`config.mk`:
```
export PLATFORM = sky130hd
export DESIGN_NAME = ps2_rx
export DESIGN_NICKNAME = d
export VERILOG_FILES = /design/src/rtl/ps2_rx_pkg.sv /design/src/rtl/ps2_rx_filter.sv /design/src/rtl/ps2_rx.sv
export SDC_FILE = /design/constraint.sdc
export NUM_CORES = 1
export LEC_CHECK = 0
export CORE_ASPECT_RATIO = 2
export CORE_MARGIN = 4
export CORE_UTILIZATION = 42
export CTS_CLUSTER_SIZE = 12
export DETAILED_ROUTE_END_ITERATION = 10
export GPL_TIMING_DRIVEN = 0
export SLEW_MARGIN = 40
export SYNTH_ARGS = -nofsm -noshare
export SYNTH_HDL_FRONTEND = slang
export SYNTH_SLANG_ARGS = --single-unit
```
`constraint.sdc`:
```
create_clock -name clk_rx -period 2.3 [get_ports clk_rx]
set_clock_uncertainty 0.1 [all_clocks]
set_input_delay 0.46 -clock clk_rx [delete_from_list [all_inputs] [get_ports clk_rx]]
set_output_delay 0.46 -clock clk_rx [all_outputs]
set_load 0.005 [all_outputs]
```
`src/rtl/ps2_rx_pkg.sv`:
```
// Shared definitions for the PS/2 receive path and the downstream break-code flag stage.
// Holds the FSM encoding, frame constants and the parity helper.
package ps2_rx_pkg;

  typedef enum logic [1:0] {
    ST_IDLE = 2'd0,
    ST_DPS  = 2'd1,
    ST_LOAD = 2'd2
  } state_t;

  localparam int         PS2_FRAME_BITS = 11;
  localparam logic [7:0] PS2_BREAK_CODE = 8'hF0;
  localparam logic [7:0] PS2_EXT_CODE   = 8'hE0;

  // True when {parity, data} carries an odd number of ones.
  function automatic logic parity_is_odd(input logic [8:0] bits);
    return ^bits;
  endfunction

endpackage

```
`src/rtl/ps2_rx_filter.sv`:
```
// PS/2 pin conditioning: 2-FF synchronisers, ps2c glitch filter and a one-cycle
// fall_edge strobe on the filtered clock.
module ps2_filter #(
  parameter int FILTER_LEN = 8
) (
  input  logic clk_rx,
  input  logic reset,
  input  logic ps2c,
  input  logic ps2d,
  output logic fall_edge,
  output logic ps2d_s
);

  logic [1:0]            c_sync;
  logic [1:0]            d_sync;
  logic [FILTER_LEN-1:0] filt_sh;
  logic                  filt_clk;
  logic                  filt_next;

  // Filtered clock only moves once the whole window agrees; otherwise it holds.
  always_comb begin
    filt_next = filt_clk;
    if (&filt_sh) begin
      filt_next = 1'b1;
    end else if (~|filt_sh) begin
      filt_next = 1'b0;
    end else begin
      filt_next = filt_clk;
    end
  end

  // Synchronisers, filter window, filtered clock and edge strobe registers.
  always_ff @(posedge clk_rx or posedge reset) begin
    if (reset) begin
      c_sync    <= 2'b11;
      d_sync    <= 2'b11;
      filt_sh   <= {FILTER_LEN{1'b1}};
      filt_clk  <= 1'b1;
      fall_edge <= 1'b0;
    end else begin
      c_sync    <= {c_sync[0], ps2c};
      d_sync    <= {d_sync[0], ps2d};
      filt_sh   <= {c_sync[1], filt_sh[FILTER_LEN-1:1]};
      filt_clk  <= filt_next;
      fall_edge <= filt_clk & ~filt_next;
    end
  end

  assign ps2d_s = d_sync[1];

endmodule

```
`src/rtl/ps2_rx.sv`:
```
// PS/2 device-to-host frame receiver: deserialises start/8 data/odd parity/stop
// and reports each frame as exactly one of rx_done_tick, parity_err or frame_err.
module ps2_rx
  import ps2_rx_pkg::*;
#(
  parameter int FILTER_LEN  = 8,
  parameter int TIMEOUT_CYC = 50000,
  parameter int TO_W        = 16
) (
  input  logic       clk_rx,
  input  logic       reset,
  input  logic       ps2c,
  input  logic       ps2d,
  input  logic       rx_en,
  output logic [7:0] dout,
  output logic       rx_done_tick,
  output logic       parity_err,
  output logic       frame_err
);

  localparam logic [TO_W-1:0] TO_LIMIT = TO_W'(TIMEOUT_CYC);

  logic            fall_edge;
  logic            ps2d_s;
  state_t          state, state_next;
  logic [9:0]      b_reg, b_next;
  logic [3:0]      n_reg, n_next;
  logic [TO_W-1:0] to_cnt, to_next;
  logic [7:0]      dout_next;
  logic            done_next, perr_next, ferr_next;

  ps2_filter #(
    .FILTER_LEN(FILTER_LEN)
  ) u_filter (
    .clk_rx   (clk_rx),
    .reset    (reset),
    .ps2c     (ps2c),
    .ps2d     (ps2d),
    .fall_edge(fall_edge),
    .ps2d_s   (ps2d_s)
  );

  // State, datapath and registered output pulses.
  always_ff @(posedge clk_rx or posedge reset) begin
    if (reset) begin
      state        <= ST_IDLE;
      b_reg        <= 10'd0;
      n_reg        <= 4'd0;
      to_cnt       <= {TO_W{1'b0}};
      dout         <= 8'h00;
      rx_done_tick <= 1'b0;
      parity_err   <= 1'b0;
      frame_err    <= 1'b0;
    end else begin
      state        <= state_next;
      b_reg        <= b_next;
      n_reg        <= n_next;
      to_cnt       <= to_next;
      dout         <= dout_next;
      rx_done_tick <= done_next;
      parity_err   <= perr_next;
      frame_err    <= ferr_next;
    end
  end

  // Next-state logic; rx_en gates only the start of a frame.
  always_comb begin
    state_next = state;
    b_next     = b_reg;
    n_next     = n_reg;
    to_next    = to_cnt;
    dout_next  = dout;
    done_next  = 1'b0;
    perr_next  = 1'b0;
    ferr_next  = 1'b0;
    case (state)
      ST_IDLE: begin
        to_next = {TO_W{1'b0}};
        if (fall_edge && rx_en && !ps2d_s) begin
          state_next = ST_DPS;
          n_next     = 4'd9;
        end else begin
          state_next = ST_IDLE;
        end
      end
      ST_DPS: begin
        if (fall_edge) begin
          b_next  = {ps2d_s, b_reg[9:1]};
          to_next = {TO_W{1'b0}};
          if (n_reg == 4'd0) begin
            state_next = ST_LOAD;
          end else begin
            n_next = n_reg - 4'd1;
          end
        end else if (to_cnt == TO_LIMIT) begin
          state_next = ST_IDLE;
          ferr_next  = 1'b1;
        end else begin
          to_next = to_cnt + {{(TO_W-1){1'b0}}, 1'b1};
        end
      end
      ST_LOAD: begin
        // b_reg = {stop, parity, d7..d0}; stop error outranks parity error.
        if (!b_reg[9]) begin
          ferr_next = 1'b1;
        end else if (!parity_is_odd(b_reg[8:0])) begin
          perr_next = 1'b1;
        end else begin
          dout_next = b_reg[7:0];
          done_next = 1'b1;
        end
        state_next = ST_IDLE;
        n_next     = 4'd0;
      end
      default: begin
        state_next = ST_IDLE;
      end
    endcase
  end

endmodule

```
==> flow_summary.json <==
{
  "cp_slowest_cell": "or4b_4",
  "dr.first_iter.drc_count": 24,
  "yosysUniqueCellTypes": 43,
  "area_delta_synth_final_pct": 21.2,
  "ys_warn_count": 0,
  "ioPinCount": 16,
  "clockBufferDepth": 2,
  "clock_latency_ns": 0.32,
  "end_kind": "flop",
  "syn_avg_cell_area_um2": 11.4,
  "top_layer": "met4",
  "worst_slack_ns": 0.145,
  "reg2reg_depth": 6,
  "hold_class": "flop to flop",
  "wl_met1_um": 1980,
  "dieArea_mm2": 0.00761,
  "antenna_cells": 0,
  "worstSetupPathType": "flop to flop",
  "synth_edf_count": 0,
  "slew_violations": 0,
  "die_height_um": 119,
  "postCtsSetupBuffers": 0,
  "fp.dieW_um": 63.7,
  "r2r_slack_ns": 0.15,
  "cellPowerDensity_mw_per_mm2": 756,
  "num_vias": 1817,
  "grt_antenna_before_repair": 0,
  "syn_inst": 229,
  "crit_chain": "or4b_4 > nor4_4 > a21o_4 > buf_6 > o21ai_0 > o31ai_1",
  "crit_path_max_incr_delay_ns": 0.56,
  "startpoint_type": "flop",
  "drtAntennaViolNets": 0,
  "maxCapViolCount": 0,
  "cts-htree-levels": 3,
  "grt_overflow": 0,
  "grt_max_degree": 42,
  "fill_cells": 536,
  "ir_drop_v": 0.000593,
  "seq_area_frac_synth_pct": 55.3,
  "leakage_nw": 1.41,
  "grt_pass1_wl_um": 8990,
  "netlist_area_mm2": 0.00261,
  "required_ns": 2.43,
  "ys.flop_type": "dfrtp_1",
  "async_flop_share_pct": 100,
  "r2r-end": "to_cnt[4]$_DFFE_PP0P_",
  "fmax_mhz": 464,
  "worstMarginPinSlew_ns": 0.574,
  "dr_wl_met2_um": 2880,
  "met3_length_um": 145,
  "ys_seq_elements": 57,
  "cts_made_buffers": 9,
  "dpl.hpwl_um": 3830,
  "vias_per_cell": 5.61,
  "clock-root-buffer": "clkbuf_16",
  "r2r-start": "to_cnt[10]$_DFFE_PP0P_",
  "setup_violations": 0,
  "post-place-ws_ns": 0.131,
  "status": "completed",
  "drive_gt1_share_pct": 21.8,
  "critPathArrivalTime_ns": 2.29,
  "coreArea_mm2": 0.00601,
  "grt_usage_pct": 15.7,
  "fin_crit_ns": 2.15,
  "gp_congestion": 0.872,
  "clock_sinks": 57,
  "period_share_pct": 93.7,
  "hold_violations": 0,
  "relSlewSlack_pct": 61.4,
  "utilization_pct": 52.6,
  "setup_tns_ns": 0,
  "cts_resized": 0,
  "cp-endpoint": "to_cnt[4]$_DFFE_PP0P_",
  "final_nets": 268,
  "start_util_pct": 43.4,
  "wl_per_cell_um": 16.2,
  "crit_fanout": 10,
  "synthesis.nets": 241,
  "hold_buffers": 0,
  "core.rowCount": 40,
  "routed_wl_um": 5260,
  "grt_pass1_vias": 1955,
  "startpoint": "to_cnt[10]$_DFFE_PP0P_",
  "fin_hold_ws_ns": 0.253,
  "cts_tree": "built",
  "drc": 0,
  "largest_reg_flops": 16,
  "drtPass1Iterations": 4,
  "cts.clk_slew.worst_paths_ns": 0.05,
  "rsz0062_at_grt": "no",
  "io_buffers": 15
}
==> cells in the mapped netlist, drive strengths merged (2+ instances only) <==
| cell | instances | area [um^2] |
|---|---|---|
| nand3 | 7 | 40.0 |
| buf | 2 | 16.3 |
| or3 | 2 | 12.5 |
| nand2 | 16 | 60.1 |
| dfrtp | 44 | 1100 |
| nand2b | 2 | 12.5 |
| nand4 | 8 | 50.1 |
| xnor2 | 5 | 43.8 |
| inv | 10 | 37.5 |
| dfstp | 13 | 342 |
| a41oi | 2 | 17.5 |
| o31ai | 5 | 37.5 |
| a31oi | 3 | 18.8 |
| nor2 | 16 | 62.6 |
| a21oi | 8 | 43.8 |
| xor2 | 2 | 17.5 |
| nor2b | 5 | 31.3 |
| mux2 | 18 | 203 |
| clkbuf | 4 | 15.0 |
| and3 | 3 | 18.8 |
| ha | 7 | 87.6 |
| nand4b | 2 | 17.5 |
| nor4 | 3 | 33.8 |
| o21ai | 27 | 135 |
| and4 | 2 | 17.5 |
==> where the power goes <==
group          internal [mW]  switching (mW)
clock                  0.891           0.422
sequential              1.03         0.00884
combinational         0.0134          0.0239
==> critical path, delay by kind of cell, from the launching register on <==
kind / cells / cell delay [ns]
flops: 1 / 0.42
simple gates: 2 / 0.95
compound gates: 3 / 0.44
buf+inv: 1 / 0.15
==> layout by cell type, fill, tap and decap left out, types with 2 or more instances in the layout <==
cell,count
nand4_1,8
nand4b_1,2
nor4_1,2
nor2b_1,5
nor2_1,15
clkbuf_8,2
clkinv_2,2
nand2_1,16
ha_1,7
a31oi_1,3
xnor2_1,5
or3_1,2
a21oi_1,7
and4_1,2
dfrtp_1,44
a41oi_1,2
inv_1,9
clkbuf_1,6
dfstp_2,13
and3_1,3
mux2_2,18
nand2b_1,2
clkdlybuf4s50_1,15
clkbuf_16,9
nand3_1,6
o31ai_1,5
o21ai_0,27
xor2_1,2
==> logic make-up (layout without fill, tap and decap cells) <==
family	Yosys count	after routing	synth area share (%)
AOI/OAI and AO/OA	50	50	11.6
adders and majority gates	7	7	3.36
DFF	57	57	55.3
buffers and inverters	16	48	2.64
and+or+nand+nor	72	72	15.7
xor gates and xnor gates	8	8	3.21
muxes	19	19	8.16
==> area by class of cell <==
| type | count | area, um^2 | area share [%] |
|---|---|---|---|
| clock buffers | 13 | 260 | 8.24 |
| clock inverters | 3 | 40.0 | 1.27 |
| multi-input cells | 156 | 1100 | 34.7 |
| well taps | 63 | 78.8 | 2.50 |
| flip-flops and latches | 57 | 1440 | 45.7 |
| repair buffers | 16 | 170 | 5.39 |
| inverters | 10 | 40.0 | 1.27 |
| plain buffers | 6 | 31.3 | 0.990 |
==> metrics by stage <==
stage          instances  power [mW]  area, um^2
2_1_floorplan        229        1.07        2610
3_3_place_gp         307        1.08        2840
3_5_place_dp         308        1.09        2860
4_1_cts              324        2.42        3160
5_1_grt              324        2.47        3160
6_report             324        2.39        3160
==> how the worst min path moves through the flow <==
stage	startpoint	end	depth (start not counted)
floorplan	u_filter.c_sync[0]$_DFF_PP1_	u_filter.c_sync[1]$_DFF_PP1_	0
global placement	u_filter.c_sync[1]$_DFF_PP1_	u_filter.filt_sh[7]$_DFF_PP1_	0
detailed placement	u_filter.c_sync[1]$_DFF_PP1_	u_filter.filt_sh[7]$_DFF_PP1_	0
CTS	u_filter.d_sync[0]$_DFF_PP1_	u_filter.d_sync[1]$_DFF_PP1_	0
global route	u_filter.c_sync[0]$_DFF_PP1_	u_filter.c_sync[1]$_DFF_PP1_	0
finish	u_filter.c_sync[1]$_DFF_PP1_	u_filter.filt_sh[7]$_DFF_PP1_	0
==> routing by layer <==
| metal | GRT usage, % | up-vias |
|---|---|---|
| li1 | - | 877 |
| met1 | 15.2 | 887 |
| met2 | 27.8 | 33 |
| met3 | 3.96 | 20 |
| met4 | 11.4 | 0 |
| met5 | 0 | - |
Note: power is estimated with default switching activity, not from simulation.
